--- src/rtl/hazard_detect_unit_if.sv ---
// hazard_detect_unit_if -- signal bundle between the pipeline datapath and
// the hazard detection unit.
//   master : pipeline side (drives operand/stage info, receives controls)
//   slave  : hazard unit side
interface hazard_detect_unit_if;

    // Operands of the instruction currently in ID
    logic [4:0]  ID_rs1;
    logic [4:0]  ID_rs2;
    logic        ID_uses_rs1;
    logic        ID_uses_rs2;

    // Instruction currently in EX
    logic [4:0]  ID_EX_rd;
    logic        ID_EX_mem_read;
    logic        branch_taken;

    // Instruction currently in MEM and the memory handshake
    logic        EX_MEM_mem_req;
    logic        mem_ready;

    // Pipeline controls
    logic        stall_IF;
    logic        stall_ID;
    logic        bubble_EX;
    logic        freeze;
    logic        flush_IF_ID;
    logic        flush_ID_EX;
    logic        mem_err;

    // Performance counters (constant zero unless HAZARD_PERF_EN is defined)
    logic [31:0] stall_cycles;
    logic [15:0] flush_count;

    modport master (
        output ID_rs1, ID_rs2, ID_uses_rs1, ID_uses_rs2,
        output ID_EX_rd, ID_EX_mem_read, branch_taken,
        output EX_MEM_mem_req, mem_ready,
        input  stall_IF, stall_ID, bubble_EX, freeze,
        input  flush_IF_ID, flush_ID_EX, mem_err,
        input  stall_cycles, flush_count
    );

    modport slave (
        input  ID_rs1, ID_rs2, ID_uses_rs1, ID_uses_rs2,
        input  ID_EX_rd, ID_EX_mem_read, branch_taken,
        input  EX_MEM_mem_req, mem_ready,
        output stall_IF, stall_ID, bubble_EX, freeze,
        output flush_IF_ID, flush_ID_EX, mem_err,
        output stall_cycles, flush_count
    );

endinterface

--- src/rtl/hazard_detect_unit.sv ---
// hazard_detect_unit -- pipeline hazard control for a 5-stage in-order core.
//
// Handles three hazard classes with priority
//   memory freeze  >  taken-branch flush  >  load-use stall.
// A MEM-stage access that is not ready freezes the back end (RUN -> MEM_WAIT)
// until mem_ready, or until MEM_TIMEOUT wait cycles have elapsed, at which
// point the access is abandoned and mem_err pulses for one cycle.
//
// Configuration macro:
//   HAZARD_PERF_EN  -- when defined, stall_cycles / flush_count count stall
//                      and flush cycles (wrapping). Otherwise both ports are
//                      tied to zero and no counter flops exist.
//
// MEM_TIMEOUT must lie in 1..255 (the wait counter is 8 bits wide).
module hazard_detect_unit #(
    parameter int MEM_TIMEOUT = 255
) (
    input  logic                 clk,
    input  logic                 rstn,
    hazard_detect_unit_if.slave  hz
);

    typedef enum logic {
        ST_RUN      = 1'b0,
        ST_MEM_WAIT = 1'b1
    } state_t;

    state_t      r_state;
    state_t      w_state_next;
    logic [7:0]  r_wait_cnt;
    logic [8:0]  w_wait_next;
    logic        r_mem_err;

    logic        w_freeze;
    logic        w_wait_clr;
    logic        w_wait_inc;
    logic        w_timeout;

    logic        w_rs1_hit;
    logic        w_rs2_hit;
    logic        w_load_use;
    logic        w_lu_stall;
    logic        w_flush;

    logic        w_freeze_out;
    logic        w_stall_out;
    logic        w_bubble_out;
    logic        w_flush_out;

    // One extra bit so the timeout compare works for MEM_TIMEOUT = 255.
    assign w_wait_next = {1'b0, r_wait_cnt} + 9'd1;

    // State register.
    always_ff @(posedge clk or negedge rstn) begin
        // NOTE: sequential state uses non-blocking assignments so every flop
        // samples pre-edge values regardless of block evaluation order.
        if (!rstn) begin
            r_state <= ST_RUN;
        end else begin
            r_state <= w_state_next;
        end
    end

    // Next-state logic and freeze generation for the memory-wait FSM.
    always_comb begin
        // NOTE: every output of this block gets a default before the case,
        // so no path can leave a value unassigned and infer a latch.
        w_state_next = r_state;
        w_freeze     = 1'b0;
        w_wait_clr   = 1'b0;
        w_wait_inc   = 1'b0;
        w_timeout    = 1'b0;

        case (r_state)
            ST_RUN: begin
                if (hz.EX_MEM_mem_req && !hz.mem_ready) begin
                    w_freeze     = 1'b1;
                    w_wait_clr   = 1'b1;
                    w_state_next = ST_MEM_WAIT;
                end
            end

            ST_MEM_WAIT: begin
                if (hz.mem_ready) begin
                    // Access completes this cycle: release the back end.
                    w_state_next = ST_RUN;
                end else begin
                    w_freeze   = 1'b1;
                    w_wait_inc = 1'b1;
                    if (w_wait_next == 9'(MEM_TIMEOUT)) begin
                        // Give up on the access; mem_err follows next cycle.
                        w_timeout    = 1'b1;
                        w_state_next = ST_RUN;
                    end
                end
            end
        endcase
    end

    // Wait counter: cleared on entry to MEM_WAIT, counts each MEM_WAIT cycle.
    always_ff @(posedge clk or negedge rstn) begin
        if (!rstn) begin
            r_wait_cnt <= '0;
        end else if (w_wait_clr) begin
            r_wait_cnt <= '0;
        end else if (w_wait_inc) begin
            r_wait_cnt <= w_wait_next[7:0];
        end
    end

    // Timeout pulse register: high for the single cycle after abandonment.
    always_ff @(posedge clk or negedge rstn) begin
        if (!rstn) begin
            r_mem_err <= 1'b0;
        end else begin
            r_mem_err <= w_timeout;
        end
    end

    // Hazard detection and priority resolution: freeze > flush > load-use.
    always_comb begin
        w_rs1_hit  = hz.ID_uses_rs1 && (hz.ID_rs1 == hz.ID_EX_rd);
        w_rs2_hit  = hz.ID_uses_rs2 && (hz.ID_rs2 == hz.ID_EX_rd);
        // x0 is hard-wired zero, so a load targeting it never creates a hazard.
        w_load_use = hz.ID_EX_mem_read && (hz.ID_EX_rd != 5'd0)
                     && (w_rs1_hit || w_rs2_hit);
        // A frozen branch keeps presenting branch_taken, so the flush simply
        // happens on the release cycle.
        w_flush    = hz.branch_taken && !w_freeze;
        // A taken branch squashes the dependent instruction anyway.
        w_lu_stall = w_load_use && (r_state == ST_RUN) && !w_freeze
                     && !hz.branch_taken;
    end

    // NOTE: the control outputs are combinational, so they are qualified
    // with rstn to stay low for the whole reset, not only after a clock edge.
    assign w_freeze_out = rstn && w_freeze;
    assign w_stall_out  = rstn && (w_freeze || w_lu_stall);
    assign w_bubble_out = rstn && w_lu_stall;
    assign w_flush_out  = rstn && w_flush;

    assign hz.freeze      = w_freeze_out;
    assign hz.stall_IF    = w_stall_out;
    assign hz.stall_ID    = w_stall_out;
    assign hz.bubble_EX   = w_bubble_out;
    assign hz.flush_IF_ID = w_flush_out;
    assign hz.flush_ID_EX = w_flush_out;
    assign hz.mem_err     = r_mem_err;

`ifdef HAZARD_PERF_EN
    logic [31:0] r_stall_cycles;
    logic [15:0] r_flush_count;

    // Performance counters; both wrap modulo their width.
    always_ff @(posedge clk or negedge rstn) begin
        if (!rstn) begin
            r_stall_cycles <= '0;
            r_flush_count  <= '0;
        end else begin
            if (w_stall_out) begin
                r_stall_cycles <= r_stall_cycles + 32'd1;
            end
            if (w_flush_out) begin
                r_flush_count <= r_flush_count + 16'd1;
            end
        end
    end

    assign hz.stall_cycles = r_stall_cycles;
    assign hz.flush_count  = r_flush_count;
`else
    assign hz.stall_cycles = '0;
    assign hz.flush_count  = '0;
`endif

endmodule

--- src/flat_wrapper.sv ---
// flat-port wrapper written by rule: the top's interface ports become plain ports
module hazard_detect_unit_flat 
#(
    parameter int MEM_TIMEOUT = 255
)
  (clk, rstn, hz_ID_rs1, hz_ID_rs2, hz_ID_uses_rs1, hz_ID_uses_rs2, hz_ID_EX_rd, hz_ID_EX_mem_read, hz_branch_taken, hz_EX_MEM_mem_req, hz_mem_ready, hz_stall_IF, hz_stall_ID, hz_bubble_EX, hz_freeze, hz_flush_IF_ID, hz_flush_ID_EX, hz_mem_err, hz_stall_cycles, hz_flush_count);
  hazard_detect_unit_if hz_i ();
  input  logic clk;
  input  logic rstn;
  input wire logic [$bits(hz_i.ID_rs1)-1:0] hz_ID_rs1;
  input wire logic [$bits(hz_i.ID_rs2)-1:0] hz_ID_rs2;
  input wire logic [$bits(hz_i.ID_uses_rs1)-1:0] hz_ID_uses_rs1;
  input wire logic [$bits(hz_i.ID_uses_rs2)-1:0] hz_ID_uses_rs2;
  input wire logic [$bits(hz_i.ID_EX_rd)-1:0] hz_ID_EX_rd;
  input wire logic [$bits(hz_i.ID_EX_mem_read)-1:0] hz_ID_EX_mem_read;
  input wire logic [$bits(hz_i.branch_taken)-1:0] hz_branch_taken;
  input wire logic [$bits(hz_i.EX_MEM_mem_req)-1:0] hz_EX_MEM_mem_req;
  input wire logic [$bits(hz_i.mem_ready)-1:0] hz_mem_ready;
  output wire logic [$bits(hz_i.stall_IF)-1:0] hz_stall_IF;
  output wire logic [$bits(hz_i.stall_ID)-1:0] hz_stall_ID;
  output wire logic [$bits(hz_i.bubble_EX)-1:0] hz_bubble_EX;
  output wire logic [$bits(hz_i.freeze)-1:0] hz_freeze;
  output wire logic [$bits(hz_i.flush_IF_ID)-1:0] hz_flush_IF_ID;
  output wire logic [$bits(hz_i.flush_ID_EX)-1:0] hz_flush_ID_EX;
  output wire logic [$bits(hz_i.mem_err)-1:0] hz_mem_err;
  output wire logic [$bits(hz_i.stall_cycles)-1:0] hz_stall_cycles;
  output wire logic [$bits(hz_i.flush_count)-1:0] hz_flush_count;
  assign hz_i.ID_rs1 = hz_ID_rs1;
  assign hz_i.ID_rs2 = hz_ID_rs2;
  assign hz_i.ID_uses_rs1 = hz_ID_uses_rs1;
  assign hz_i.ID_uses_rs2 = hz_ID_uses_rs2;
  assign hz_i.ID_EX_rd = hz_ID_EX_rd;
  assign hz_i.ID_EX_mem_read = hz_ID_EX_mem_read;
  assign hz_i.branch_taken = hz_branch_taken;
  assign hz_i.EX_MEM_mem_req = hz_EX_MEM_mem_req;
  assign hz_i.mem_ready = hz_mem_ready;
  assign hz_stall_IF = hz_i.stall_IF;
  assign hz_stall_ID = hz_i.stall_ID;
  assign hz_bubble_EX = hz_i.bubble_EX;
  assign hz_freeze = hz_i.freeze;
  assign hz_flush_IF_ID = hz_i.flush_IF_ID;
  assign hz_flush_ID_EX = hz_i.flush_ID_EX;
  assign hz_mem_err = hz_i.mem_err;
  assign hz_stall_cycles = hz_i.stall_cycles;
  assign hz_flush_count = hz_i.flush_count;
  hazard_detect_unit #(.MEM_TIMEOUT(MEM_TIMEOUT)) u_core (.clk(clk), .rstn(rstn), .hz(hz_i));
endmodule
--- config.mk ---
export PLATFORM = sky130hd
export DESIGN_NAME = hazard_detect_unit_flat
export DESIGN_NICKNAME = d
export VERILOG_FILES = /design/src/rtl/hazard_detect_unit_if.sv /design/src/rtl/hazard_detect_unit.sv /design/src/flat_wrapper.sv
export SDC_FILE = /design/constraint.sdc
export NUM_CORES = 1
export LEC_CHECK = 0
export ABC_AREA = 0
export BUFFER_PORTS_ARGS = -buffer_cell sky130_fd_sc_hd__buf_4
export CAP_MARGIN = 20
export CELL_PAD_IN_SITES_DETAIL_PLACEMENT = 1
export CELL_PAD_IN_SITES_GLOBAL_PLACEMENT = 1
export CORE_MARGIN = 5
export CORE_UTILIZATION = 25
export DETAILED_ROUTE_END_ITERATION = 16
export GPL_TIMING_DRIVEN = 0
export PLACE_DENSITY_LB_ADDON = 0.1
export SLEW_MARGIN = 10
export SYNTH_ARGS = -nofsm -noshare
export SYNTH_HDL_FRONTEND = slang
export SYNTH_SLANG_ARGS = --single-unit
--- constraint.sdc ---
create_clock -name clk -period 1.3 [get_ports clk]
set_input_delay 0 -clock clk [delete_from_list [all_inputs] [get_ports clk]]
set_output_delay 0 -clock clk [all_outputs]
set_load 0.01 [all_outputs]
## Word-level counts from Yosys, hierarchy flattened

Index checks and enable logic that the tools add are counted.

| operators by class | value |
|---|---|
| bitwise gates (word level) | 1 |
| equality and inequality tests | 3 |
| mux-type cells | 13 |
| reduce and logical (&&, ||, !) cells | 20 |
| add/subtract/negate cells | 1 |

Operator list:

| operator | number |
|---|---|
| $mux 8 | 2 |
| $logic_and 1x1->1 | 13 |
| $eq 5x5->1 | 2 |
| $add 8x1->9 const B | 1 |
| $eq 9x8->1 const B | 1 |
| $mux 1 | 9 |
| $reduce_bool 5->1 | 1 |
| $pmux 1 s2 | 2 |
| $logic_not 1->1 | 3 |
| $logic_or 1x1->1 | 2 |
| $reduce_bool 2->1 | 1 |
| $not 1->1 | 1 |

| storage, ports and cells | value |
|---|---|
| register bits after elaboration | 10 |
| input bits | 23 |
| output and inout bits | 55 |
| word-level logic and storage cells | 41 |

## Depth between registers and ports, before layout

Gate-level depths: netlist of the first run.

| logic depth | value |
|---|---|
| depth after elaboration | 9 |
| gate-level depth with buffers | 5 |
| gate-level depth less buffers | 5 |

## Worst setup path before layout of the first run

No wires, ideal clock.

| timing path | value |
|---|---|
| kind | register to register |
| from | register u_core.r_wait_cnt[0] |
| to | register u_core.r_mem_err, in the netlist u_core.hz.mem_err |
| required time | 1180 ps |
| period minus slack after synthesis | 1236 ps |
| setup slack | 64 ps |
| buffers on the path | 0 |
| library setup time | 120 ps |
| arrival | 1116 ps |
| stages on the path, launching flop included | 6 |
| path through | dfrtp_1 > ha_1 > inv_1 > nor3_1 > a31o_2 > and3b_1 |

| on the way | value |
|---|---|
| longest elaborated chain between the ends | 5 |

RTL lines:

| what | RTL line | source |
|---|---|---|
| start: declaration | hazard_detect_unit.sv:30 | `logic [7:0] r_wait_cnt;` |
| start signal: assignment | hazard_detect_unit.sv:107 | `r_wait_cnt <= w_wait_next[7:0];` |
| $add 8x1->9 | hazard_detect_unit.sv:51 | `assign w_wait_next = {1'b0, r_wait_cnt} + 9'd1;` |
| $eq 9x8->1 | hazard_detect_unit.sv:90 | `if (w_wait_next == 9'(MEM_TIMEOUT)) begin` |
| $mux 1 | hazard_detect_unit.sv:90 |  |
| $mux 1 | hazard_detect_unit.sv:84 | `if (hz.mem_ready) begin` |
| $mux 1 | hazard_detect_unit.sv:74 | `case (r_state)` |
| named net u_core.w_timeout | hazard_detect_unit.sv:37 | `logic w_timeout;` |
| end signal: assignment | hazard_detect_unit.sv:116 | `r_mem_err <= w_timeout;` |
| end: declaration | hazard_detect_unit.sv:32 | `logic r_mem_err;` |

The timed path passes the listed nets, and every way through them passes these cells.
A chain may end at the register's enable or synchronous reset.

## Worst setup path after layout of the first run

| timing path | value |
|---|---|
| from | register u_core.r_state |
| to | output hz_stall_IF |

| on the way | value |
|---|---|
| longest elaborated chain between the ends | 7 |
| elaborated cells between the ends (all ways) | 8 |
| classes of those cells | mux: 1; bitwise: 1; reduce/logical: 6 |

RTL lines:

| what | RTL line | source |
|---|---|---|
| start: declaration | hazard_detect_unit.sv:28 | `state_t r_state;` |
| start signal: assignment | hazard_detect_unit.sv:60 | `r_state <= w_state_next;` |
| $not 1->1 | hazard_detect_unit.sv:74, hazard_detect_unit.sv:131 |  |
| $pmux 1 s2 | hazard_detect_unit.sv:74 |  |
| $logic_not 1->1 | hazard_detect_unit.sv:131 | `w_lu_stall = w_load_use && (r_state == ST_RUN) && !w_freeze` |
| $logic_and 1x1->1 | hazard_detect_unit.sv:131 |  |
| $logic_and 1x1->1 | hazard_detect_unit.sv:132 | `&& !hz.branch_taken;` |
| $logic_or 1x1->1 (*) | hazard_detect_unit.sv:138 | `assign w_stall_out = rstn && (w_freeze \|\| w_lu_stall);` |
| $logic_and 1x1->1 (*) | hazard_detect_unit.sv:138 |  |
| end: declaration | flat_wrapper.sv:19 | `output wire logic [$bits(hz_i.stall_IF)-1:0] hz_stall_IF;` |

Every way passes the cells marked *; elsewhere a longest branch is shown, timed or not.

==> impl_metrics.toml, run 1 <==
[run_status]
status = "finished with violations"
violations = "negative setup slack"

[floorplan]
die_y_um = 75.9
die_w_um = 75.9
die-area_um2 = 5760
io_pins = 78
core_area_um2 = 4290
start_util_pct = 25.3
rows = 24

[yosys]
synth-seq-cells = 10
async_reset_ff_share_pct = 100
synth_warnings = 0
synth_area_per_cell_um2 = 8.22
ys_seq_area_share_pct = 23.1
synth_area_leader_cell = "buf_4"
ys.flop_type = "dfrtp_1"
synthTopCellsByArea = "buf_4 (35%), dfrtp_1 (23%), xor2_1 (6.5%)"
ys_types = 29
synthCells = 132
synth_edf_count = 0
syn-cell-area_um2 = 1080
netlist.area_leader.share_pct = 34.6
synth.most_common_cell = "buf_4"
synthTopCellsByCount = "buf_4 (50), o21ai_0 (11), dfrtp_1 (10)"

[cells_and_area]
area_growth_pct = 57.0
multiInputGateArea_um2 = 632
nets = 244
seq_area_um2 = 251
finalInstanceArea_um2 = 1700
antenna_cells = 0
stdcell_count = 270
fillers = 547
drive_above_1_share_pct = 46.8

[worst_setup_path]
endpoint_kind = "primary output"
critical_path.top_delay_family = "flip-flops"
worstSetupPathType = "register to primary output"
critPathLaunchType = "register"
path_cells = "nor2_1, o211ai_2, o31ai_2, buf_4, buf_6"
required_ns = 1.30
cpMaxStageDelayCell = "dfrtp_1"
max_stage_delay_ns = 0.39
cp_num_buf_inv = 2
cp_max_fo = 3
worst_ep_arrival_time_ns = 1.34

[grt]
gr-total-overflow = 0
grt_pass1_wl_mm = 4.37
antenna_found_initial = 0
track_usage_pct = 9.88
grt_pass1_vias = 976
grt_max_degree = 11

[cts]
cts_buffers = 3
cts_buffer_depth = 2
clock_latency_ns = 0.24
htree_levels = 1
cts_tree = "yes"
cts_root_buf = "clkbuf_8"
cts.sinks = 10
clk_pin_slew_ns = 0.05

[timing]
finalMaxSlewViolations = 0
finClkSkew_ns = 0.00142
setup_viol = 2
layout_setup_ws_ns = -0.0410
fmax_mhz = 746
finalHoldViolations = 0
setup_tns_ns = -0.0714
whs_ns = 0.154
min_period_over_period_pct = 103
rsz0062_at_grt = "yes"
post-route-min-period_ns = 1.34

[place]
place_congestion = 0.724
place_hpwl_mm = 2.53
port-buffer-count = 29
dp.cells = 260
dpl-instance-area_um2 = 1540

[route]
drt-pass1-iter-count = 3
top_layer_used = "met4"
detail-route-antenna-nets = 0
wl_met2_mm = 1.55
wl_mm = 3.07
drt_iter0_drc = 8
routedLengthMet1_mm = 1.07
drc = 0
vias = 1055
via_per_inst = 3.91
wl_per_cell_um = 11.4
wl_met3_um = 425

[power]
worst_ir_drop_vdd_v = 0.000800
leakage_nw = 0.964
power_density_nw_per_um2 = 687

[flow_run]
maxCapViolCount = 0

[worst_hold_path]
hp-class = "input port to register"
-- metal layers --
layer,vias to the layer above,GRT usage [%]
met1,486,10.5
met3,3,3.03
met2,50,18.8
li1,516,-
met5,-,0
met4,0,2.33
-- cell families after synthesis --
group           share of synthesized area (%)
buf+inv                                  37.1
simple gates                             14.2
compound gates                           14.1
xor+xnor                                 8.88
flops                                    23.1
fa+ha+maj                                2.31
other cells                             0.346
-- stage by stage --
stage          worst slack (ns)  power (mW)  utilization (%)
2_1_floorplan            0.0641       0.610                -
3_3_place_gp             -0.120       0.710             36.0
3_5_place_dp             -0.145       0.720             36.0
4_1_cts                  -0.137        1.17             39.6
5_1_grt                  -0.134        1.25             39.7
6_report                -0.0410        1.17             39.7
-- registers in the layout, indices dropped and copies added (netlist names) --
name and count:
u_core.hz.mem_err 1, u_core.r_state 1, u_core.r_wait_cnt 8
-- cell usage in the layout, fill, tap and decap left out, types with 3 or more instances in the layout --
cell type  Yosys  layout
nor2_1         4       4
dfrtp_1       10       9
clkbuf_8       0       5
xnor2_1        3       3
nand2_1        6       5
buf_6          0       5
o21ai_0       11      10
conb_1         1      48
xor2_1         8       8
o31ai_1        3       3
a31oi_1        4       4
nor3_1         3       3
buf_4         50      80
and3_1         5       3
inv_1          5       4
-- repair_timing --
action | 4_1_cts | 5_1_grt
endpoints found under the setup margin | 12 | 8
pin swaps | 4 | 1
hold buffers | 1 | 0
setup buffers | 5 | 0
endpoints found under the hold margin | 10 | 0
gates resized for setup | 14 | 3
-- report_power, final --
part	total, mW	internal (mW)	switching (mW)
clock network	0.393	0.267	0.127
logic	0.436	0.233	0.203
registers	0.342	0.329	0.0127
total	1.17	0.828	0.342
-- area by class of cell --
| cell class | instances | area share [%] |
|---|---|---|
| inverter | 5 | 1.10 |
| multi-input combinational | 112 | 37.1 |
| clock buffer | 4 | 3.23 |
| timing repair buffer | 35 | 16.2 |
| tap | 52 | 3.82 |
| sequential | 10 | 14.8 |
| buffer | 52 | 23.7 |
-- final timing paths --
kind	start	endpoint	slack (ns)	depth (start not counted)
worst max-delay path	u_core.r_state	hz_stall_IF	-0.04	5
worst min-delay path	hz_mem_ready	u_core.r_wait_cnt[4]	0.15	4
worst max register to register	u_core.r_wait_cnt[0]	u_core.hz.mem_err	0.04	5
worst min register to register	u_core.r_wait_cnt[7]	u_core.r_wait_cnt[7]	0.48	1
max in group asynchronous	rstn	u_core.r_wait_cnt[0]	0.65	2
min in group asynchronous	rstn	u_core.r_wait_cnt[6]	0.30	2
-- worst min-delay path, cell delays in order --
cell	delay [ns]
buf_4	0.08
o21bai_2	0.12
o21ai_0	0.08
o21ai_0	0.06
Note: power is estimated with default switching activity, not from simulation.
==> inputs of run 2 (changes only) <==
--- a/config.mk
+++ b/config.mk
@@ -15,6 +15,7 @@
 export DETAILED_ROUTE_END_ITERATION = 16
 export GPL_TIMING_DRIVEN = 0
 export PLACE_DENSITY_LB_ADDON = 0.1
+export SKIP_LAST_GASP = 1
 export SLEW_MARGIN = 10
 export SYNTH_ARGS = -nofsm -noshare
 export SYNTH_HDL_FRONTEND = slang
==> impl_metrics.toml, run 2 (same netlist as run 1, synthesis figures left out) <==
[route]
drt-pass1-iter-count = 2
wl_per_cell_um = 11.4
vias = 1053
drt_iter0_drc = 12
drc = 0
via_per_inst = 3.90
wl_mm = 3.07
detail-route-antenna-nets = 0

[run_status]
violations = "negative setup slack"
status = "finished with violations"

[power]
p_int_uw = 827
worst_ir_drop_vdd_v = 0.000797
p_total_mw = 1.17
power_frac_clock_pct = 33.6
pwr-share-seq_pct = 29.2
p_switching_uw = 342
power_density_nw_per_um2 = 687
p_comb_share_pct = 37.1
swShare_pct = 29.2
leakage_nw = 0.963

[place]
place_congestion = 0.724
place_hpwl_mm = 2.53
port-buffer-count = 29
dpl-instance-area_um2 = 1540
dp.cells = 260

[flow_run]
maxCapViolCount = 0

[worst_setup_path]
worstSetupPathType = "register to primary output"
critPathLaunchType = "register"
cp_max_fo = 3
worst_ep_arrival_time_ns = 1.35
path_cells = "nor2_1, o211ai_2, o31ai_2, buf_4, buf_6"
endpoint_kind = "primary output"
cpMaxStageDelayCell = "dfrtp_1"
cp_num_buf_inv = 2
max_stage_delay_ns = 0.39
required_ns = 1.30
critical_path.top_delay_family = "flip-flops"

[cts]
cts_tree = "yes"
cts_root_buf = "clkbuf_8"
cts.sinks = 10
cts_buffer_depth = 2
clock_latency_ns = 0.24
clk_pin_slew_ns = 0.05
htree_levels = 1
cts_buffers = 3

[cells_and_area]
area_growth_pct = 56.9
nets = 244
stdcell_count = 270
final_cell_mix = "buf_4 (81), conb_1 (48), o21ai_0 (10)"
antenna_cells = 0
drive_above_1_share_pct = 46.8
largest_reg_flops = 8
top_register = "u_core.r_wait_cnt"
final_common_cell = "buf_4"
finalInstanceArea_um2 = 1700

[timing]
finalMaxSlewViolations = 0
finalHoldViolations = 0
setup_viol = 2
fmax_mhz = 743
min_period_over_period_pct = 103
finClkSkew_ns = 0.00145
post-route-min-period_ns = 1.35
layout_setup_ws_ns = -0.0455
rsz0062_at_grt = "yes"

[grt]
gr-total-overflow = 0
antenna_found_initial = 0
grt_pass1_vias = 960
track_usage_pct = 9.83
grt_max_degree = 11
grt_pass1_wl_mm = 4.33

[floorplan]
die_w_um = 75.9
die_y_um = 75.9
core_area_um2 = 4290
die-area_um2 = 5760
io_pins = 78
start_util_pct = 25.3
rows = 24

[worst_hold_path]
hp-class = "input port to register"
-- run 2: cell counts in the layout (fill, tap and decap cells not counted) --
Identical to the previous run, type by type.
-- run 2: worst paths after layout --
kind / from / to / slack, ns / cells after the start
worst min register to register: u_core.r_wait_cnt[7] / u_core.r_wait_cnt[7] / 0.48 / 1
worst max register to register: u_core.r_wait_cnt[0] / u_core.hz.mem_err / 0.04 / 5
min in group asynchronous: rstn / u_core.r_wait_cnt[6] / 0.29 / 2
worst min-delay path: hz_mem_ready / u_core.r_wait_cnt[4] / 0.15 / 4
worst max-delay path: u_core.r_state / hz_stall_IF / -0.05 / 5
max in group asynchronous: rstn / u_core.r_wait_cnt[0] / 0.65 / 2
-- run 2: final cells by class --
type	instances	area [um^2]
Timing Repair Buffer	35	273
Inverter	5	18.8
Sequential cell	10	251
Clock buffer	4	55.1
Multi-Input combinational cell	112	634
Buffer	52	404
Tap cell	52	65.1
Fill cell	544	2590
-- run 2: power by group through the flow --
stage | Combinational (mW) | Sequential (mW) | Clock (mW)
4_1_cts | 0.419 | 0.340 | 0.407
5_1_grt | 0.477 | 0.343 | 0.431
3_3_place_gp | 0.355 | 0.356 | 0
6_report | 0.434 | 0.342 | 0.393
3_5_place_dp | 0.362 | 0.358 | 0
2_1_floorplan | 0.259 | 0.351 | 0
-- run 2: tightest hold or removal path, cell delays in order --
cell	delay [ns]
buf_4	0.09
o21bai_2	0.12
o21ai_0	0.08
o21ai_0	0.06
-- run 2: routing by layer --
metal	global-route usage [%]	share of wire (%)
met2	18.7	51
met1	10.4	35
met5	0	0
met3	3.03	13
met4	2.33	0.55
-- run 2: what timing repair did --
action,in CTS,in global routing
buffers inserted,5,0
cloned,0,0
hold buffers,1,0
pin swaps,3,2
resized for setup,10,6
hold endpoints to repair,10,0
setup endpoints to repair,12,8
-- run 2: through the flow --
| step | setup WS (ns) | hold slack [ns] | utilization [%] | TNS, ns |
|---|---|---|---|---|
| 2_1_floorplan | 0.0641 | -0.296 | - | 0 |
| 3_3_place_gp | -0.120 | -0.153 | 36.0 | -0.251 |
| 3_5_place_dp | -0.145 | -0.150 | 36.0 | -0.587 |
| 4_1_cts | -0.137 | 0.143 | 39.2 | -0.250 |
| 5_1_grt | -0.145 | 0.177 | 39.6 | -0.542 |
| 6_report | -0.0455 | 0.154 | 39.6 | -0.0889 |
==> inputs of run 3 (changes only) <==
--- a/config.mk
+++ b/config.mk
@@ -5,13 +5,14 @@
 export SDC_FILE = /design/constraint.sdc
 export NUM_CORES = 1
 export LEC_CHECK = 0
-export ABC_AREA = 0
+export ABC_AREA = 1
 export BUFFER_PORTS_ARGS = -buffer_cell sky130_fd_sc_hd__buf_4
 export CAP_MARGIN = 20
 export CELL_PAD_IN_SITES_DETAIL_PLACEMENT = 1
 export CELL_PAD_IN_SITES_GLOBAL_PLACEMENT = 1
 export CORE_MARGIN = 5
 export CORE_UTILIZATION = 25
+export CTS_CLUSTER_SIZE = 10
 export DETAILED_ROUTE_END_ITERATION = 16
 export GPL_TIMING_DRIVEN = 0
 export PLACE_DENSITY_LB_ADDON = 0.1
==> impl_metrics.toml, run 3 <==
[power]
leakage_nw = 1.05
power_density_nw_per_um2 = 699
worst_ir_drop_vdd_v = 0.000664
p_total_mw = 1.32

[grt]
antenna_found_initial = 0
grt_max_degree = 11
top_usage_layer = "met2"
use_met3_pct = 2.40
grtUsageMet2_pct = 18.4
gr-total-overflow = 0
track_usage_pct = 10.7
grt_util_met1_pct = 13.3
grt_pass1_vias = 1214
grt_pass1_wl_mm = 5.40

[worst_setup_path]
ff2ff_setup_slack_ns = -0.09
crit_path_end = "hz_stall_IF"
r2r-start = "u_core.r_wait_cnt[1]"
required_ns = 1.30
cp_num_buf_inv = 5
critPathLaunchType = "register"
worstSetupPathType = "register to primary output"
r2r_end = "u_core.r_state"
cpMaxStageDelayCell = "dfrtp_1"
critical_path.startpoint = "u_core.r_state"
cp.depth = 11
worst_ep_arrival_time_ns = 1.45
endpoint_kind = "primary output"
path_cells = "inv_2, nor2_4, inv_4, nand2_4, inv_4, nand3_2, a21oi_2, nand2_1, nand2_2, buf_6, buf_6"
cp_max_fo = 4
max_stage_delay_ns = 0.38
ff2ff_path_depth = 8
critical_path.top_delay_family = "buffers and inverters"

[timing]
rsz0062_at_grt = "yes"
post-route-min-period_ns = 1.45
finalHoldViolations = 0
finalMaxSlewViolations = 0
min_period_over_period_pct = 111
finClkSkew_ns = 0.00298
layout_setup_ws_ns = -0.147
whs_ns = 0.145
setup_tns_ns = -0.508
fmax_mhz = 691
setup_viol = 6

[yosys]
synthTopCellsByCount = "buf_4 (50), nand2_1 (24), inv_1 (16), nor2_1 (16), nand3_1 (11)"
syn-cell-area_um2 = 1170
ys.flop_type = "dfrtp_1"
synth.most_common_cell = "buf_4"
synth_area_per_cell_um2 = 6.79
synth-seq-cells = 10
synth_edf_count = 0
synthCells = 172
synth_area_leader_cell = "buf_4"
async_reset_ff_share_pct = 100
ys_types = 22
netlist.area_leader.share_pct = 32.1
synthTopCellsByArea = "buf_4 (32%), dfrtp_1 (21%), nand2_1 (7.7%)"
synth_warnings = 0
ys_seq_area_share_pct = 21.4

[flow_run]
maxCapViolCount = 0

[cts]
clk_pin_slew_ns = 0.05
cts_buffer_depth = 2
cts_tree = "yes"
cts_buffers = 3
cts.sinks = 10
cts_root_buf = "clkbuf_8"
clock_latency_ns = 0.24
htree_levels = 1

[cells_and_area]
antenna_cells = 0
nets = 292
final_cell_mix = "buf_4 (89), conb_1 (48), nand2_1 (22)"
top_register = "u_core.r_wait_cnt"
final_common_cell = "buf_4"
fillers = 593
stdcell_count = 317
final_util_pct = 42.3
area_growth_pct = 60.9
finalInstanceArea_um2 = 1880
largest_reg_flops = 8
drive_above_1_share_pct = 47.5

[route]
wl_mm = 3.32
drt_iter0_drc = 24
via_per_inst = 3.79
drt-pass1-iter-count = 4
vias = 1202
detail-route-antenna-nets = 0
wl_per_cell_um = 10.5
drc = 0

[floorplan]
start_util_pct = 26.3
die-area_um2 = 6140
die_y_um = 78.4
rows = 24
die_w_um = 78.4
core_area_um2 = 4440
io_pins = 78

[run_status]
status = "finished with violations"
violations = "negative setup slack"

[place]
pre_cts_ws_ns = -0.162
place_congestion = 0.753
dp.cells = 300
port-buffer-count = 29
place_hpwl_mm = 2.69
dpl-instance-area_um2 = 1630

[worst_hold_path]
timing.hold.worst_path_depth = 5
hp-class = "input port to register"
hold_start = "hz_EX_MEM_mem_req"
[run 3: tightest hold or removal path, stage by stage]
cell	delay (ns)
buf_4	0.09
nand3_4	0.09
inv_1	0.06
nor2_1	0.04
nor2_1	0.07
[run 3: cell type report]
type / instances / area, um^2 / area share [%]
multi-input combinational: 136 / 717 / 38.1
buffer: 49 / 372 / 19.8
timing repair buffer: 44 / 340 / 18.1
sequential: 10 / 254 / 13.5
inverter: 23 / 91.3 / 4.86
tap: 52 / 65.1 / 3.46
clock buffer: 3 / 41.3 / 2.20
[run 3: layer usage]
layer  share of wire, %  vias up
met5                  0        -
met4                1.5        0
met3                9.0        5
met2                 46       49
met1                 44      520
li1                   -      628
[run 3: repair_timing]
item	in CTS	in global routing
setup buffers	9	5
setup endpoints to repair	8	8
pin swaps	11	10
resized for setup	15	9
hold endpoints to repair	10	0
hold buffers	1	0
[run 3: kinds of logic after synthesis]
group | Yosys count | synth area share (%)
xor gates and xnor gates | 5 | 3.75
DFF | 10 | 21.4
AOI/OAI and AO/OA | 17 | 8.03
buffers and inverters | 73 | 39.7
other | 1 | 0.321
and+or+nand+nor | 64 | 24.6
adders and majority gates | 2 | 2.14
[run 3: worst min-delay path by stage]
stage	endpoint	slack, ns
floorplan	u_core.hz.mem_err	-0.30
global placement	u_core.hz.mem_err	-0.15
detailed placement	u_core.hz.mem_err	-0.15
CTS	u_core.r_state	0.16
global route	u_core.r_wait_cnt[0]	0.19
finish	u_core.r_state	0.15
[run 3: where the power goes]
part / total (mW) / switching (mW) / internal, mW
combinational: 0.597 / 0.288 / 0.309
sequential: 0.392 / 0.0453 / 0.347
clock: 0.326 / 0.123 / 0.203
